File: src/rtl/countdown_timer_pkg.sv
// Shared definitions for the wristwatch countdown-timer mode: FSM state
// encoding and BCD digit limits.
package countdown_timer_pkg;

    typedef enum logic [1:0] {
        CD_SET   = 2'd0,
        CD_RUN   = 2'd1,
        CD_PAUSE = 2'd2,
        CD_ALARM = 2'd3
    } cd_state_t;

    localparam logic [3:0] SEC_TENS_MAX = 4'd5;
    localparam logic [3:0] DIGIT_MAX    = 4'd9;

endpackage

File: src/rtl/cd_bcd_digit.sv
// One BCD digit register with clear, parallel load, increment (wrapping at
// i_max) and decrement (wrapping 0 -> i_max and raising a borrow to the next digit).
module cd_bcd_digit (
    input  logic       uclock,
    input  logic       reset,
    input  logic       i_clear,
    input  logic       i_load,
    input  logic [3:0] i_loadVal,
    input  logic       i_inc,
    input  logic       i_dec,
    input  logic [3:0] i_max,
    output logic [3:0] o_digit,
    output logic       o_borrow
);

    logic [3:0] r_digit;

    always_ff @(posedge uclock or posedge reset) begin
        if (reset) begin
            r_digit <= 4'd0;
        end else if (i_clear) begin
            r_digit <= 4'd0;
        end else if (i_load) begin
            r_digit <= i_loadVal;
        end else if (i_dec) begin
            r_digit <= (r_digit == 4'd0) ? i_max : r_digit - 4'd1;
        end else if (i_inc) begin
            r_digit <= (r_digit == i_max) ? 4'd0 : r_digit + 4'd1;
        end
    end

    // Borrow is combinational so a whole MM:SS decrement ripples in one cycle.
    assign o_borrow = i_dec && (r_digit == 4'd0);
    assign o_digit  = r_digit;

endmodule

File: src/rtl/countdown_timer.sv
// Countdown-timer mode: MM:SS BCD preset, 1 Hz countdown, pause, and a
// self-terminating buzzer alarm on expiry.
module countdown_timer
    import countdown_timer_pkg::*;
#(
    parameter int BUZZ_DIV   = 25000,
    parameter int ALARM_SECS = 30
) (
    input  logic       uclock,
    input  logic       reset,
    input  logic       tick,
    input  logic       cdswitch,
    input  logic       b_start,
    input  logic       b_clear,
    input  logic       b_min,
    input  logic       b_sec,
    output logic [3:0] cd3,
    output logic [3:0] cd2,
    output logic [3:0] cd1,
    output logic [3:0] cd0,
    output logic       buzzer2,
    output logic       running,
    output logic       alarm
);

    localparam int DIV_W  = (BUZZ_DIV > 1) ? $clog2(BUZZ_DIV) : 1;
    localparam int TICK_W = $clog2(ALARM_SECS + 1);

    cd_state_t r_state;
    cd_state_t w_nextState;

    logic [15:0]       r_preset;
    logic              r_startQ, r_clearQ, r_minQ, r_secQ;
    logic [DIV_W-1:0]  r_buzzDiv;
    logic [TICK_W-1:0] r_alarmTicks;
    logic              r_tone;
    logic              r_buzzer2;

    logic        w_pStart, w_pClear, w_pMin, w_pSec, w_anyPress;
    logic [3:0]  w_d3, w_d2, w_d1, w_d0;
    logic [15:0] w_digits;
    logic        w_isZero, w_isOne;
    logic        w_clear, w_load, w_dec, w_secInc, w_minInc, w_capture;
    logic        w_borrow0, w_borrow1, w_borrow2, w_unusedBorrow3;
    logic        w_inAlarm, w_divWrap, w_timeout, w_toneNext;

    // Edge registers follow the buttons even when the mode is disabled, so
    // re-enabling with a button already held does not look like a press.
    assign w_pStart   = cdswitch && b_start && !r_startQ;
    assign w_pClear   = cdswitch && b_clear && !r_clearQ;
    assign w_pMin     = cdswitch && b_min   && !r_minQ;
    assign w_pSec     = cdswitch && b_sec   && !r_secQ;
    assign w_anyPress = w_pStart || w_pClear || w_pMin || w_pSec;

    assign w_digits  = {w_d3, w_d2, w_d1, w_d0};
    assign w_isZero  = (w_digits == 16'h0000);
    assign w_isOne   = (w_digits == 16'h0001);
    assign w_divWrap = (r_buzzDiv == DIV_W'(BUZZ_DIV - 1));
    assign w_timeout = tick && (r_alarmTicks == TICK_W'(ALARM_SECS - 1));

    always_ff @(posedge uclock or posedge reset) begin
        if (reset) begin
            r_state <= CD_SET;
        end else begin
            r_state <= w_nextState;
        end
    end

    always_comb begin
        w_nextState = r_state;
        w_clear     = 1'b0;
        w_load      = 1'b0;
        w_dec       = 1'b0;
        w_secInc    = 1'b0;
        w_minInc    = 1'b0;
        w_capture   = 1'b0;
        case (r_state)
            CD_SET: begin
                if (w_pClear) begin
                    w_clear = 1'b1;
                end else if (w_pStart && !w_isZero) begin
                    w_capture   = 1'b1;
                    w_nextState = CD_RUN;
                end else begin
                    w_secInc = w_pSec;
                    w_minInc = w_pMin;
                end
            end
            CD_RUN: begin
                // A start press wins over a coincident tick; that tick is lost.
                if (w_pStart) begin
                    w_nextState = CD_PAUSE;
                end else if (tick) begin
                    w_dec = 1'b1;
                    if (w_isOne) begin
                        w_nextState = CD_ALARM;
                    end
                end
            end
            CD_PAUSE: begin
                if (w_pStart) begin
                    w_nextState = CD_RUN;
                end else if (w_pClear) begin
                    w_clear     = 1'b1;
                    w_nextState = CD_SET;
                end
            end
            CD_ALARM: begin
                if (w_anyPress || w_timeout) begin
                    w_load      = 1'b1;
                    w_nextState = CD_SET;
                end
            end
            default: w_nextState = CD_SET;
        endcase
    end

    // Counters only advance while staying in ALARM, so entry starts them at zero.
    assign w_inAlarm  = (r_state == CD_ALARM) && (w_nextState == CD_ALARM);
    assign w_toneNext = w_inAlarm && (r_tone ^ w_divWrap);

    always_ff @(posedge uclock or posedge reset) begin
        if (reset) begin
            r_preset     <= 16'h0000;
            r_startQ     <= 1'b0;
            r_clearQ     <= 1'b0;
            r_minQ       <= 1'b0;
            r_secQ       <= 1'b0;
            r_buzzDiv    <= '0;
            r_alarmTicks <= '0;
            r_tone       <= 1'b0;
            r_buzzer2    <= 1'b0;
        end else begin
            r_startQ <= b_start;
            r_clearQ <= b_clear;
            r_minQ   <= b_min;
            r_secQ   <= b_sec;
            if (w_capture) begin
                r_preset <= w_digits;
            end
            if (!w_inAlarm) begin
                r_buzzDiv    <= '0;
                r_alarmTicks <= '0;
            end else begin
                r_buzzDiv <= w_divWrap ? '0 : r_buzzDiv + DIV_W'(1);
                if (tick) begin
                    r_alarmTicks <= r_alarmTicks + TICK_W'(1);
                end
            end
            r_tone    <= w_toneNext;
            r_buzzer2 <= w_toneNext && cdswitch;
        end
    end

    cd_bcd_digit u_digit0 (
        .uclock(uclock), .reset(reset), .i_clear(w_clear), .i_load(w_load),
        .i_loadVal(r_preset[3:0]), .i_inc(w_secInc), .i_dec(w_dec),
        .i_max(DIGIT_MAX), .o_digit(w_d0), .o_borrow(w_borrow0)
    );

    cd_bcd_digit u_digit1 (
        .uclock(uclock), .reset(reset), .i_clear(w_clear), .i_load(w_load),
        .i_loadVal(r_preset[7:4]), .i_inc(w_secInc && (w_d0 == DIGIT_MAX)),
        .i_dec(w_borrow0), .i_max(SEC_TENS_MAX), .o_digit(w_d1), .o_borrow(w_borrow1)
    );

    cd_bcd_digit u_digit2 (
        .uclock(uclock), .reset(reset), .i_clear(w_clear), .i_load(w_load),
        .i_loadVal(r_preset[11:8]), .i_inc(w_minInc), .i_dec(w_borrow1),
        .i_max(DIGIT_MAX), .o_digit(w_d2), .o_borrow(w_borrow2)
    );

    // The top digit's borrow can never fire: RUN always leaves at 00:00.
    cd_bcd_digit u_digit3 (
        .uclock(uclock), .reset(reset), .i_clear(w_clear), .i_load(w_load),
        .i_loadVal(r_preset[15:12]), .i_inc(w_minInc && (w_d2 == DIGIT_MAX)),
        .i_dec(w_borrow2), .i_max(DIGIT_MAX), .o_digit(w_d3), .o_borrow(w_unusedBorrow3)
    );

    assign cd3     = w_d3;
    assign cd2     = w_d2;
    assign cd1     = w_d1;
    assign cd0     = w_d0;
    assign buzzer2 = r_buzzer2;
    assign running = (r_state == CD_RUN);
    assign alarm   = (r_state == CD_ALARM);

endmodule
File: config.mk
export PLATFORM = sky130hd
export DESIGN_NAME = countdown_timer
export DESIGN_NICKNAME = d
export VERILOG_FILES = /design/src/rtl/countdown_timer_pkg.sv /design/src/rtl/cd_bcd_digit.sv /design/src/rtl/countdown_timer.sv
export SDC_FILE = /design/constraint.sdc
export NUM_CORES = 1
export LEC_CHECK = 0
export ABC_AREA = 1
export BUFFER_PORTS_ARGS = -buffer_cell sky130_fd_sc_hd__buf_2
export CAP_MARGIN = 15
export CORE_MARGIN = 3
export CORE_UTILIZATION = 42
export CTS_CLUSTER_DIAMETER = 40
export DETAILED_ROUTE_END_ITERATION = 10
export HOLD_SLACK_MARGIN = 0.06
export SYNTH_ARGS = -nofsm -noshare
export SYNTH_HDL_FRONTEND = slang
export SYNTH_SLANG_ARGS = --single-unit
File: constraint.sdc
create_clock -name uclock -period 2.05 [get_ports uclock]
set_input_delay 0.41 -clock uclock [delete_from_list [all_inputs] [get_ports uclock]]
set_output_delay 0.41 -clock uclock [all_outputs]
set_load 0.01 [all_outputs]
==> out/qor.csv <==
stage;metric;value;unit
status;status;finished clean;
synthesis;most frequent cell after synthesis;nand2_1;
clock_tree;clock sink count;60;
sta;Min Clock Period, post-route;1876;ps
critical_path;critical path peak fanout;6;
sta;slew at the pin closest to its max-slew limit;380.1;ps
layout;total number of nets in the final design;561;
global_routing;total grt overflow;0;
synthesis;cell accounting for the most synthesized area;dfrtp_1;
drt;Final Routed Wirelength;8.937;mm
drt;routed length per instance;13.81;um
sta;count of final max-slew check failures;0;
global_routing;first-pass GRT wire length;15.70;mm
clock_tree;CTS root buffer;clkbuf_8;
die;Initial Util;44.41;%
synthesis;Async S/R FF share, synth;100.0;%
synthesis;#FFs+latches synth;60;
sta;Final Setup Violations;0;
synthesis;dominant combinational cell family by area after synthesis;simple AND/OR/NAND/NOR gates;
critical_path;data arrival time of the critical path;2100;ps
drt;number of remaining DRC errors;0;
synthesis;instance count of the mapped netlist;490;
die;boundary pin count;27;
sta;setup skew after layout;12.43;ps
placement;buffers added on ports;26;
power_and_ir_drop;static power due to leakage;2.208;nW
synthesis;Net Count, Synth;514;
global_routing;GR Util met2;30.08;%
die;die boundary height;100.6;um
sta;worst max-slew margin expressed relative to the limit;74.47;%
global_routing;maximum number of pins on one net before global-route repair;21;
global_routing;overall global routing resource usage;19.17;%
sta;unrepaired setup endpoints after global routing;no;
run;max-capacitance violation count;0;
placement;total half-perimeter wirelength after legalization and detailed placement;6.705;mm
synthesis;flip-flop cell with the highest count after synthesis;dfrtp_1;
critical_path;type of the worst setup path;reg -> reg;
clock_tree;clock buffers created by TritonCTS;9;
sta;Max Clk Rate;533.0;MHz
synthesis;arithmetic-cell share of the synthesized area counting full adders, half adders and majority gates;5.326;%
drt;first-pass iteration count of the detailed router;5;
global_routing;via count of the first global-routing pass;3336;
power_and_ir_drop;ratio of total power to cell area;1194;mW/mm2
clock_tree;worst-skew pair later-pin latency;350;ps
critical_path;worst path required time;2280;ps
die;row count;33;
synthesis;summed instance area of the synthesized netlist;0.003759;mm2
power_and_ir_drop;worst vdd ir;0.0005712;V
synthesis;fraction of post-synthesis cell area in the top cell type by area;39.95;%
sta;final cycle utilization of the critical path;91.53;%
drt;Routed Antenna Nets;0;
synthesis;top area cells in the synthesized netlist;dfrtp_1 40%, nand2_1 11%, nand3_1 6.4%;
layout;layout cell share with drive strength beyond 1;18.27;%
synthesis;synthesized-area fraction occupied by xor and xnor cells;4.660;%
worst_hold_path;class of the tightest hold or removal check;in -> reg;
layout;area of all placed cells without fillers;0.004350;mm2
synthesis;total of warnings raised by yosys;0;
placement;post-detailed-placement cell area;0.004114;mm2
global_routing;met3 usage in global routing;3.391;%
drt;vias per cell;5.213;
die;Die Outline Area;0.01012;mm2
sta;Fin Setup TNS;0;ps
clock_tree;number of buffers on the longest clock path;2;
global_routing;peak-usage layer in the global routing report;met2;
global_routing;met1 track utilization from global routing;26.58;%
global_routing;number of antenna violations at the first check in global routing;0;
drt;number of violations reported at the end of detailed-routing iteration 0;131;
drt;Vias;3373;
clock_tree;Clock transition at path regs;80;ps
placement;weighted congestion reported at the end of routability-driven placement;0.8367;
synthesis;Post-Synth Simple-Gate Area;35.29;%
synthesis;compound-gate portion of the synthesized area;7.889;%
layout;layout overhead on the synthesized area;15.75;%
synthesis;share of cell area taken by muxes after synthesis;0;%
sta;final hold violation count;0;
die;CORE AREA;0.008464;mm2
synthesis;synthesized area per cell;7.671;um2
die;Horiz. Die Dim;100.6;um
synthesis;Commonest cells post-synth;110 x nand2_1, 60 x dfrtp_1, 55 x nor2_1, 48 x inv_1, 48 x nand3_1;
synthesis;sequential-to-total area share from yosys stat;39.95;%
synthesis;number of enable-type register cells in the synthesized netlist;0;
layout;antenna diode count;0;
clock_tree;H-tree level count;3;
clock_tree;CTS tree;yes;
critical_path;Startpoint Class;flop;
layout;number of filler instances in the final layout;801;
synthesis;Distinct cells, synth;36;
clock_tree;post-CTS repair timing setup buffer count;0;
critical_path;critical path endpoint category;flop;
## layout make-up
cell class	count	area, um2	area share, %
multi-input cells	368	2031	46.68
clock buffers	11	131.4	3.020
clock inverters	5	62.56	1.438
inverters	52	197.7	4.544
flip-flops and latches	60	1501	34.51
well taps	105	131.4	3.020
repair buffers	46	295.3	6.787
## worst max-delay path, cell delays in order (launching register included)
cell and delay [ps]:
dfrtp_1 420, inv_1 140, ha_2 220, nand3_2 160
nor2_2 160, nand2_2 70, nand2_2 100, nand3b_1 170
nand3_4 160, inv_2 60, nand2_1 50, nand2_1 50
## worst paths after layout
kind	cells past startpoint	to	startpoint	slack, ps
max	11	u_digit0.o_digit[1]	u_digit2.o_digit[1]	170
min	1	r_clearQ	b_clear	190
max reg2reg	11	u_digit0.o_digit[1]	u_digit2.o_digit[1]	170
min reg2reg	1	r_buzzDiv[0]	r_buzzDiv[0]	470
max in group asynchronous	4	r_buzzDiv[3]	reset	940
min in group asynchronous	3	u_digit3.o_digit[1]	reset	590
## power by group
group	leakage [nW]	internal, W	switching [W]
Sequential	0.795	0.00147	0.000273
Clock	0.0897	0.000566	0.000503
Combinational	1.32	0.000935	0.00144
Total	2.21	0.00297	0.00222
## cell usage in the layout, fill, tap and decap left out, types with 7 or more instances in the layout
cell type and instances:
nand2_1 110, dfrtp_1 60, nor2_1 54, inv_1 45
nand3_1 45, o21ai_0 36, buf_2 26, nand4_1 18
xor2_1 18, buf_4 18, ha_1 13, o21ai_1 11
clkbuf_8 9, nand2_2 8, nand3_2 7, nand3b_1 7
## kinds of logic after synthesis
group           count (synthesis)
compound gates                 57
xor+xnor                       20
buf+inv                        62
simple gates                  275
fa+ha+maj                      16
flops                          60
## registers in the layout (all words and copies together) (netlist names)
signal / cells
r_buzzDiv: 15
r_preset: 16
r_state: 2
u_digit3.o_digit: 4
r_secQ: 1
u_digit0.o_digit: 4
u_digit2.o_digit: 4
buzzer2: 1
r_alarmTicks: 5
r_minQ: 1
r_clearQ: 1
r_tone: 1
u_digit1.o_digit: 4
r_startQ: 1
## per-stage QoR
| stage | util [%] | setup slack, ps | power (W) | cells | hold WS (ps) |
|---|---|---|---|---|---|
| finish | 51.40 | 173.7 | 0.005193 | 647 | 185.5 |
| global route | 51.40 | 5.537 | 0.005685 | 647 | 172.2 |
| CTS | 51.01 | 36.01 | 0.005170 | 647 | 173.0 |
| detailed placement | 48.60 | 60.04 | 0.004067 | 630 | 413.1 |
| global placement | 48.60 | 78.50 | 0.004057 | 630 | 404.3 |
| floorplan | - | 155.3 | 0.003355 | 490 | 432.9 |
## repair_timing
action	4_1_cts	5_1_grt
hold buffers	1	0
setup endpoints to repair	0	16
gates resized for setup	0	10
hold endpoints to repair	12	0
## per-layer routing
layer	vias up	routed length (um)
met4	0	111
met2	63	4082
met5	-	0
li1	1708	-
met1	1592	4372
met3	10	371
Power figures use the tool's default switching activity.
